**config.mk**
```make
export PLATFORM = sky130hd
export DESIGN_NAME = dmem_arbiter
export DESIGN_NICKNAME = d
export VERILOG_FILES = /design/src/rtl/dmem_arbiter.sv
export SDC_FILE = /design/constraint.sdc
export NUM_CORES = 1
export LEC_CHECK = 0
export ABC_AREA = 0
export CAP_MARGIN = 20
export CORE_MARGIN = 3
export CORE_UTILIZATION = 44
export CTS_BUF_LIST = sky130_fd_sc_hd__clkbuf_8
export CTS_CLUSTER_SIZE = 30
export DETAILED_ROUTE_END_ITERATION = 8
export PLACE_DENSITY = 0.86
export SKIP_LAST_GASP = 1
export SYNTH_ARGS = -nofsm -noshare
export SYNTH_HDL_FRONTEND = slang
export SYNTH_SLANG_ARGS = --single-unit
```
**constraint.sdc**
```tcl
create_clock -name clk_i -period 4.5 [get_ports clk_i]
set_input_delay 0.45 -clock clk_i [delete_from_list [all_inputs] [get_ports clk_i]]
set_output_delay 0.45 -clock clk_i [all_outputs]
set_load 0.01 [all_outputs]
```
**src/rtl/dmem_arbiter.sv**
```systemverilog
// dmem_arbiter: two-port arbiter and access sequencer for the shared
// byte-wide data memory. Port 0 is the pipeline MEM stage, port 1 the
// debug/loader port. One request is granted at a time. The command is
// latched, the memory strobes are held for MEM_LAT cycles, read data is
// captured, and a one-cycle done pulse is returned to the owner.
//
// Build option: define DMEM_ARB_FIXED_PRIO_EN to make port 0 always win
// simultaneous requests. The round-robin pointer is then removed.
// Without the macro, simultaneous requests are served round-robin.
module dmem_arbiter #(
  parameter int ADDR_W  = 5,
  parameter int DATA_W  = 32,
  parameter int MEM_LAT = 1
) (
  input  logic              clk_i,
  input  logic              rst_i,
  // port 0: pipeline MEM stage
  input  logic              req0_i,
  input  logic              we0_i,
  input  logic [ADDR_W-1:0] addr0_i,
  input  logic [DATA_W-1:0] wdata0_i,
  output logic              gnt0_o,
  output logic              done0_o,
  output logic [DATA_W-1:0] rdata0_o,
  // port 1: debug/loader
  input  logic              req1_i,
  input  logic              we1_i,
  input  logic [ADDR_W-1:0] addr1_i,
  input  logic [DATA_W-1:0] wdata1_i,
  output logic              gnt1_o,
  output logic              done1_o,
  output logic [DATA_W-1:0] rdata1_o,
  // memory side
  output logic              memRead_o,
  output logic              memWrite_o,
  output logic [ADDR_W-1:0] memAddr_o,
  output logic [DATA_W-1:0] memWData_o,
  input  logic [DATA_W-1:0] memRData_i
);

  // MEM_LAT is limited to 1..15, so a 4-bit down-counter is enough.
  localparam int               CNT_W    = 4;
  localparam logic [CNT_W-1:0] CNT_LOAD = CNT_W'(MEM_LAT - 1);

  typedef enum logic [1:0] {
    IDLE   = 2'd0,
    ACCESS = 2'd1,
    DONE   = 2'd2
  } state_t;

  state_t             state_reg, state_next;
  logic               owner_reg, owner_next;   // port that holds the grant
  logic [CNT_W-1:0]   cnt_reg, cnt_next;
  logic               we_reg, we_next;
  logic [ADDR_W-1:0]  addr_reg, addr_next;
  logic [DATA_W-1:0]  wdata_reg, wdata_next;
  logic               capture;                 // last ACCESS cycle
`ifndef DMEM_ARB_FIXED_PRIO_EN
  logic               ptr_reg, ptr_next;       // port favoured on a tie
`endif

  // Per-port views of the request inputs, so ports can be indexed by owner.
  logic [1:0]         req_vec, we_vec;
  logic [ADDR_W-1:0]  addr_arr  [2];
  logic [DATA_W-1:0]  wdata_arr [2];
  logic [1:0]         gnt_vec, done_vec;
  logic [DATA_W-1:0]  rdata_reg [2];

  assign req_vec      = {req1_i, req0_i};
  assign we_vec       = {we1_i, we0_i};
  assign addr_arr[0]  = addr0_i;
  assign addr_arr[1]  = addr1_i;
  assign wdata_arr[0] = wdata0_i;
  assign wdata_arr[1] = wdata1_i;

  // State register, latched command, access counter and arbitration pointer.
  always_ff @(posedge clk_i or posedge rst_i) begin
    if (rst_i) begin
      state_reg <= IDLE;
      owner_reg <= 1'b0;
      cnt_reg   <= '0;
      we_reg    <= 1'b0;
      addr_reg  <= '0;
      wdata_reg <= '0;
`ifndef DMEM_ARB_FIXED_PRIO_EN
      ptr_reg   <= 1'b0;
`endif
    end else begin
      state_reg <= state_next;
      owner_reg <= owner_next;
      cnt_reg   <= cnt_next;
      we_reg    <= we_next;
      addr_reg  <= addr_next;
      wdata_reg <= wdata_next;
`ifndef DMEM_ARB_FIXED_PRIO_EN
      ptr_reg   <= ptr_next;
`endif
    end
  end

  // Next state: arbitrate and latch in IDLE, count down in ACCESS, one DONE cycle.
  always_comb begin
    state_next = state_reg;
    owner_next = owner_reg;
    cnt_next   = cnt_reg;
    we_next    = we_reg;
    addr_next  = addr_reg;
    wdata_next = wdata_reg;
    capture    = 1'b0;
`ifndef DMEM_ARB_FIXED_PRIO_EN
    ptr_next   = ptr_reg;
`endif
    case (state_reg)
      IDLE: begin
        if (req_vec != 2'b00) begin
          if (req_vec == 2'b11) begin
`ifdef DMEM_ARB_FIXED_PRIO_EN
            owner_next = 1'b0;
`else
            // The pointer moves only when it actually breaks a tie.
            owner_next = ptr_reg;
            ptr_next   = ~ptr_reg;
`endif
          end else begin
            owner_next = req_vec[1];
          end
          we_next    = we_vec[owner_next];
          addr_next  = addr_arr[owner_next];
          wdata_next = wdata_arr[owner_next];
          cnt_next   = CNT_LOAD;
          state_next = ACCESS;
        end
      end
      ACCESS: begin
        if (cnt_reg == '0) begin
          capture    = 1'b1;
          state_next = DONE;
        end else begin
          cnt_next = cnt_reg - 1'b1;
        end
      end
      DONE: begin
        // Requests are ignored here. A held request is seen again in IDLE.
        state_next = IDLE;
      end
      default: begin
        state_next = IDLE;
      end
    endcase
  end

  // Per-port grant and done flags, decoded from the state and the current owner.
  for (genvar gi = 0; gi < 2; gi++) begin : g_port
    assign gnt_vec[gi]  = (state_reg != IDLE) && (owner_reg == 1'(gi));
    assign done_vec[gi] = (state_reg == DONE) && (owner_reg == 1'(gi));
  end

  // Read-data holding registers. Only the owner's register changes, and only on a read.
  always_ff @(posedge clk_i or posedge rst_i) begin
    if (rst_i) begin
      for (int i = 0; i < 2; i++) begin
        rdata_reg[i] <= '0;
      end
    end else if (capture && !we_reg) begin
      for (int i = 0; i < 2; i++) begin
        if (owner_reg == 1'(i)) begin
          rdata_reg[i] <= memRData_i;
        end
      end
    end
  end

  assign gnt0_o   = gnt_vec[0];
  assign gnt1_o   = gnt_vec[1];
  assign done0_o  = done_vec[0];
  assign done1_o  = done_vec[1];
  assign rdata0_o = rdata_reg[0];
  assign rdata1_o = rdata_reg[1];

  // Memory-side outputs are driven only during ACCESS, so a reset clears them at once.
  assign memRead_o  = (state_reg == ACCESS) && !we_reg;
  assign memWrite_o = (state_reg == ACCESS) &&  we_reg;
  assign memAddr_o  = (state_reg == ACCESS) ? addr_reg  : '0;
  assign memWData_o = (state_reg == ACCESS) ? wdata_reg : '0;

endmodule

```
-- Word-level counts from Yosys, hierarchy flattened
Index checks and enable logic that the tools add are counted.
- register bits: 110
- bits of input ports: 112
- output and inout bits: 107
- word-level logic and storage cells: 61
- add/subtract/negate cells: 1
- order comparisons: 2
- equal/unequal tests: 6
- multiplexer cells: 21
- bitwise logic cells: 3
- reductions and logical operators: 19
- operator list (operator ; number):
    two-way mux 32 bit ; 4
    two-way mux 5 bit ; 4
    two-way mux 4 bit ; 2
    one-hot mux 4 bit (2 select lines) ; 1
    AND reduction 2 bit ; 4
    logical AND 1 bit ; 7
    two-way mux 1 bit ; 7
    != test 2 bit, second input constant ; 3
    AND reduction 3 bit ; 2
    nonzero test 2 bit ; 3
    == test 2 bit, second input constant ; 2
    logical NOT 4 bit ; 1
    two-way mux 2 bit ; 2
    one-hot mux 2 bit (2 select lines) ; 1
    subtractor 4 x 1 -> 4 bit, second input constant ; 1
    == test 2 x 1 -> 1 bit, second input constant ; 1
    >= comparator 2 bit, second input constant ; 1
    logical NOT 2 bit ; 1
    less-than comparator 1 x 2 -> 1 bit, second input constant ; 1
    NOT 1 bit ; 2
    NOT 1 -> 2 bit ; 1
    logical NOT 1 bit ; 1

-- Logic depth before layout (Yosys ltp)
Gate-level depths: netlist (run 1).
- word-level depth: 8
- depth in mapped cells: 7
- mapped depth without buffers: 5

-- Least setup slack after synthesis (run 1)
Ideal clock, no wire load.
- path type: flip-flop to flip-flop
- start: register cnt_reg[0]
- end: register rdata_reg, in the netlist rdata0_o[0]
- arrival: 2.036 ns
- slack: 2.339 ns
- stages on the path, launching flop included: 8
- buffers on the path: 2
- period minus slack after synthesis: 2.161 ns
- path through: dfrtp_1 inv_1 ha_1 or3b_4 or4_4 buf_6 buf_12 mux2_4
- word-level cells in the longest chain between the ends: 5
- RTL lines (item ; line ; source):
    start: declaration ; 53 ; logic [CNT_W-1:0] cnt_reg, cnt_next;
    start signal: assignment ; 91 ; cnt_reg <= cnt_next;
    logical NOT 4 bit ; 135 ; if (cnt_reg == '0) begin
    two-way mux 1 bit ; 135 ;
    two-way mux 1 bit ; 113 ; case (state_reg)
    logical AND 1 bit ; 164 ; end else if (capture && !we_reg) begin
    AND reduction 2 bit (no source line) ; - ;
    end signal: indexed assignment ; 167 ; rdata_reg[i] <= memRData_i;
    end: declaration ; 67 ; logic [DATA_W-1:0] rdata_reg [2];
No other way between the ends.
A chain may end at the register's enable or synchronous reset.

-- Worst setup path in the final report (run 1)
- start: input req1_i
- end: register wdata_reg[30]
- word-level cells in the longest chain between the ends: 8
- elaborated cells between the ends (all ways): 10
- those cells by class: eq/ne (1); mux (6); bitwise (1); reduce/logical (2)
- RTL lines (item ; line ; source):
    start: declaration ; 26 ; input logic req1_i,
    == test 2 bit ; 116 ; if (req_vec == 2'b11) begin
    two-way mux 1 bit ; 116 ;
    two-way mux 1 bit ; 115 ; if (req_vec != 2'b00) begin
    two-way mux 1 bit ; 113 ;
    NOT 1 -> 2 bit (not written as such) ; 129 ; wdata_next = wdata_arr[owner_next];
    two-way mux 32 bit (not written as such) (3 in series) ; 129 ;
    end signal: assignment ; 94 ; wdata_reg <= wdata_next;
    end: declaration ; 56 ; logic [DATA_W-1:0] wdata_reg, wdata_next;
Several ways; a longest one is shown, not always the timed one. The select of a mux whose other input is x is not followed.

==> impl_results.md, run 1 <==
* Status: complete, no violations
* Clock latency at the later pin of the worst-skew pair at 0.37 ns
* Crit path kind: in -> reg
* Synth cell types at 35
* Commonest non-fill, non-tap cell in the layout: clkdlybuf4s50_1
* Hold Buf Count CTS at 0
* Antenna violations before repair at 0
* Top-area cell type share of the netlist area at 0.539
* Reg clk slew, reported paths at 0.10 ns
* DPL Wire Length at 10.7 mm
* Area leader, netlist: dfrtp_1
* Drt initial violations at 402
* Setup TNS Final at 0 ns
* Flip-flop and latch area at 2750 sq um
* Setup Skew at 0.0128 ns
* Crit end category: register
* DR vias at 4383
* Setup Viol. Count Final at 0
* N_diodes at 0
* Drc violations at 0
* Final instance area at 7560 sq um
* Total clock sinks at 110
* Root Driver: clkbuf_8
* Worst slew pin tran at 1.01 ns
* Final WL at 14.8 mm
* Post-DR wirelength/cell at 18.8 um
* Highest routed metal layer: met4
* CP max FO at 38
* Hold Crit Start: rdata1_o[15]
* Starting density of the core at 0.461
* Critical Path Source Type: primary input
* Final Hold Violating Endpoints at 0
* Max VDD drop at 0.396 mV
* Nets at 756
* P per Cell Area at 683 nW/um^2
* Max_cap viols at 0
* Layout area overhead at 48.0%
* GR Overflow Total at 0
* Wire length on met1 at 5.91 mm
* Final worst path period need at 2.70 ns
* Die height at 114 um
* Flops & latches, synth at 110
* Met3 routed WL at 1.37 mm
* First-pass GRT wire length at 24.0 mm
* Area after DPL at 7320 sq um
* Most frequent cells in the layout: 218 x clkdlybuf4s50_1, 110 x dfrtp_1, 40 x o21ai_0
* Slew Viols, Final at 0
* Slew HR at 0.322
* Leak at 0.00312 uW
* CTS Buf Count at 9
* Die ar. at 12900 sq um
* R2r startpoint: cnt_reg[0]
* Placer Congestion at 0.867
* TritonRoute pass-1 iters at 5
* Clk buf depth at 2
* Mapped Area at 5110 sq um
* H-tree levels at 3
* Num ports at 219
* HP Class: reg -> reg
* Post-CTS setup buffer count at 0
* Multi-input logic area at 2150 sq um
* Max Fclk at 371 MHz
* Mapped Nets at 559
* DR WL met2 at 7.28 mm
* Core ar. at 11100 sq um
* Share of layout cells above drive strength 1 at 0.153
* Mean area per synthesized cell at 11.5 sq um
* FP Rows at 38
* ANT nets after route at 0
* Syn Inst Count at 445
* Largest net degree at the start of global routing at 81
* Fillers at 796
* Critical Path Source: req1_i
* RSZ-0062 raised after global routing: no
* Die X at 114 um
* Vias in the first global route at 4645
* Synth top area cells: dfrtp_1 54%, mux2_4 8.8%, mux2_2 7.5%, and2_1 4.8%, a31oi_1 4.7%
* Vias per std cell at 5.57
* Gr usage total at 0.230
* Req. time, crit path at 4.73 ns
* Period utilization at 0.599
* Yosys warns at 0
* Port buffer count at 218
* Arr. time, crit path at 2.93 ns
* Post-CTS sizing at 0
* CTS tree: done
* Sequential fraction of the synthesis area at 0.539
through the flow:
step / cells / total power (uW) / util / hold slack [ns] / setup slack [ns]
floorplan: 445 / 3130 / - / 0.455 / 1.15
global placement: 769 / 4440 / 0.661 / 0.486 / 1.63
detailed placement: 769 / 4540 / 0.661 / 0.490 / 1.48
CTS: 785 / 5160 / 0.679 / 0.516 / 1.27
global route: 787 / 5470 / 0.683 / 0.522 / 1.56
finish: 787 / 5160 / 0.683 / 0.513 / 1.80
where the power goes:
part	leakage, uW	total (uW)	switching (uW)	internal, uW
combinational	0.00175	2780	1160	1610
sequential	0.00127	1790	301	1490
clock	0.0000997	598	327	271
total	0.00312	5160	1790	3370
routing by layer:
metal	vias up	GRT usage
met2	250	0.401
li1	2000	-
met4	0	0.0689
met1	2114	0.288
met5	-	0
met3	19	0.0483
path summary, 6_finish.rpt:
path / end / slack, ns / cells past startpoint
worst min-delay path: rdata1_o[15] / 0.51 / 1
worst min register to register: rdata1_o[15] / 0.51 / 1
min in group asynchronous: rdata0_o[17] / 0.66 / 2
max in group asynchronous: state_reg[0] / 2.88 / 3
worst max register to register: rdata0_o[13] / 2.08 / 5
worst max-delay path: wdata_reg[30] / 1.80 / 4
area by class of cell:
class,count,share of cell area
clock inverter,6,0.00827
multi-input combinational,291,0.284
sequential,110,0.364
inverter,4,0.00232
clock buffer,10,0.0182
tap,140,0.0232
timing repair buffer,226,0.300
synthesized netlist by cell type:
master    number
a21oi_1       39
a31o_2         1
a31oi_1       38
a32o_1         1
and2_1        39
and3_1         1
and3b_1        1
buf_1          1
buf_12         3
buf_6          1
clkbuf_1      35
dfrtp_1      110
ha_1           2
inv_1          4
mux2_2        34
mux2_4        30
nand2_1        1
nand2b_1       2
nand3_1       39
nand3b_1       1
nand4b_1       1
nor2_1         6
nor2b_1        2
nor3_1         1
nor3b_1        2
o21ai_0       40
o221ai_1       1
o22ai_1        1
o31ai_1        1
or2_2          2
or3b_4         1
or4_2          1
or4_4          1
or4b_2         1
xor2_1         1
worst max-delay path: stages:
cell and delay (ns):
clkdlybuf4s50_1 1.14, inv_1 0.75, o21ai_0 0.42, a31oi_1 0.14
cells by family (layout without fill, tap and decap cells):
group | Yosys count | count (layout) | share of synthesized area
AO/OA/AOI/OAI | 122 | 122 | 0.132
XOR/XNOR | 1 | 1 | 0.00171
adder cells (fa/ha/maj) | 2 | 2 | 0.00490
buffers and inverters | 44 | 246 | 0.0433
flip-flops | 110 | 110 | 0.539
multiplexers | 64 | 64 | 0.163
AND/OR/NAND/NOR | 102 | 102 | 0.117
(Power assumes the default switching activity.)
==> run 2: changes to the inputs <==
CORE_UTILIZATION = 40   (was 44)
PLACE_DENSITY = 0.82   (was 0.86)
clock period = 2.18 ns   (was 4.5 ns; I/O delays follow)
==> impl_results.md, run 2 (same netlist as run 1, synthesis figures left out) <==
* Status: complete, but fails checks
* Violated checks: setup timing
* Clock power share at 0.104 (-0.012)
* Clock latency at the later pin of the worst-skew pair at 0.38 ns (about the same)
* Buffers & Inverters on Critical Path at 3 (+1)
* Comb pwr share at 0.558 (+0.021)
* Cells on worst reg2reg path at 7 (+2)
* DPL Wire Length at 11.0 mm (+3.0%)
* First-pass GRT wire length at 24.6 mm (+2.6%)
* Vias in the first global route at 4466 (-3.9%)
* CP cell instances: inv_2, ha_4, or3b_4, or4_4, buf_6, buf_16, mux2_4
* Root Driver: clkbuf_8
* Slew HR at 0.600 (+0.278)
* CP top delay family: simple AND/OR/NAND/NOR gates
* Commonest non-fill, non-tap cell in the layout: clkdlybuf4s50_1
* Slew Viols, Final at 0 (unchanged)
* Arr. time, crit path at 2.48 ns (-0.45 ns)
* CTS Buf Count at 9 (unchanged)
* Core ar. at 12300 sq um (+11%)
* Total power draw at 11000 uW (+110%)
* Placer Congestion at 0.881 (+1.6%)
* Max_cap viols at 0 (unchanged)
* DR vias at 4520 (+3.1%)
* Final worst path period need at 2.20 ns
* Setup Skew at 0.0108 ns (-0.00199 ns)
* Die X at 119 um (+4.6%)
* Sequential Power Share at 0.338 (-0.009)
* HP Class: in -> async
* CP max stage delay at 0.47 ns (-0.67 ns)
* Leak at 0.00344 uW (+10%)
* Die ar. at 14200 sq um (+9.5%)
* Vias per std cell at 5.41 (-2.8%)
* N_diodes at 0 (unchanged)
* Num ports at 219 (unchanged)
* Layout area overhead at 54.9%
* Max Fclk at 454 MHz
* Final Hold Violating Endpoints at 0 (unchanged)
* Drt initial violations at 345 (-14%)
* Max VDD drop at 0.613 mV (+55%)
* Drc violations at 0 (unchanged)
* Gr usage total at 0.220 (-0.0102)
* Final worst slack at -0.0249 ns (-1.83 ns)
* Clk buf depth at 2 (unchanged)
* Nets at 776 (+2.6%)
* Starting density of the core at 0.417 (-0.0445)
* Critical Path Source Type: register
* Antenna violations before repair at 0 (unchanged)
* Port buffer count at 218 (unchanged)
* P per Cell Area at 1380 nW/um^2 (+100%)
* Final WL at 15.9 mm (+7.2%)
* CTS tree: done
* Design internal power at 7100 uW (+110%)
* Switching power at 3870 uW (+120%)
* GR Overflow Total at 0 (unchanged)
* Most frequent cells in the layout: 205 x clkdlybuf4s50_1, 108 x dfrtp_1, 40 x o21ai_0
* H-tree levels at 3 (unchanged)
* Req. time, crit path at 2.45 ns (-2.28 ns)
* Crit path kind: reg -> reg
* RSZ-0062 raised after global routing: yes
* Slowest-stage cell, CP: or4_4
* Worst slew pin tran at 0.600 ns (-0.413 ns)
* Largest net degree at the start of global routing at 111 (+37%)
* Setup Viol. Count Final at 22 (+22)
* Worst path depth at 7 (+3)
* FP Rows at 40 (+5.3%)
* Pre-CTS setup slack at -0.0327 ns (-1.51 ns)
* Share of layout cells above drive strength 1 at 0.186 (+0.0329)
* Crit end category: register
* Post-DR wirelength/cell at 19.0 um (+1.0%)
* Util after Layout at 0.646 (-0.0371)
* CP max FO at 8 (-79%)
* ANT nets after route at 0 (unchanged)
* Die height at 119 um (+4.6%)
* Sw Share at 0.353 (+0.00586)
* Hold Buf Count CTS at 0 (unchanged)
* Reg clk slew, reported paths at 0.11 ns (about the same)
* Period utilization at 1.01
* Total clock sinks at 110 (unchanged)
* TritonRoute pass-1 iters at 4 (-1)
run 2: cell count changes in the layout (fill, tap and decap cells not counted), sizes merged:
cell / before / now
bufinv: 1 / 0
clkdlybuf4s50: 218 / 205
dlymetal6s2s: 0 / 13
inv: 5 / 6
buf: 8 / 26
bufbuf: 0 / 1
clkinvlp: 2 / 4
clkinv: 2 / 1
run 2: metal layers:
layer  up-vias  global-route usage  routed length [um]
met3        30              0.0641                1430
met2       245               0.369                7610
li1       2037                   -                   -
met4         0              0.0847                 398
met5         -                   0                   0
met1      2208               0.266                6440
run 2: final timing paths:
path | slack [ns] | endpoint | startpoint
setup / recovery | -0.02 | rdata0_o[13] | cnt_reg[1]
hold / removal | 0.34 | rdata1_o[29] | rst_i
setup reg to reg | -0.02 | rdata0_o[13] | cnt_reg[1]
hold reg to reg | 0.51 | rdata1_o[9] | rdata1_o[9]
max in group asynchronous | 1.37 | state_reg[0] | rst_i
min in group clk_i | 0.40 | wdata_reg[23] | wdata0_i[23]
run 2: through the flow:
stage          setup TNS (ns)  instances  hold slack (ns)  instance area [sq um]
2_1_floorplan               0        445            0.367                   5110
3_3_place_gp                0        807            0.487                   7510
3_5_place_dp           -0.672        807            0.493                   7510
4_1_cts                     0        833            0.361                   7860
5_1_grt                 -1.50        835            0.378                   7920
6_report               -0.346        835            0.335                   7920
run 2: layout make-up:
class                   count  area [sq um]
well taps                 168           210
inverters                   4          18.8
multi-input cells         291          2170
flip-flops and latches    110          2760
repair buffers            246          2590
clock inverters             7          48.8
clock buffers               9           124
fillers                   937          4350
run 2: tightest hold or removal path: cells and delay by family:
kind	cells	cell delay (ns)
buffers and inverters	3	0.98
run 2: repair_timing:
action                                  CTS  global route
pin swaps                                 2             0
gates resized for setup                  13            15
endpoints found under the setup margin   70            56
gates cloned                              3             1
setup buffers                             7             2
run 2: power groups by stage:
| stage | combinational, uW | clock (uW) | sequential (uW) |
|---|---|---|---|
| final | 6110 | 1140 | 3710 |
| after detailed placement | 5840 | 0 | 3730 |
| after floorplan | 2610 | 0 | 3860 |
| after CTS | 6090 | 1180 | 3690 |
| after global routing | 6520 | 1260 | 3820 |
| after global placement | 5690 | 0 | 3660 |
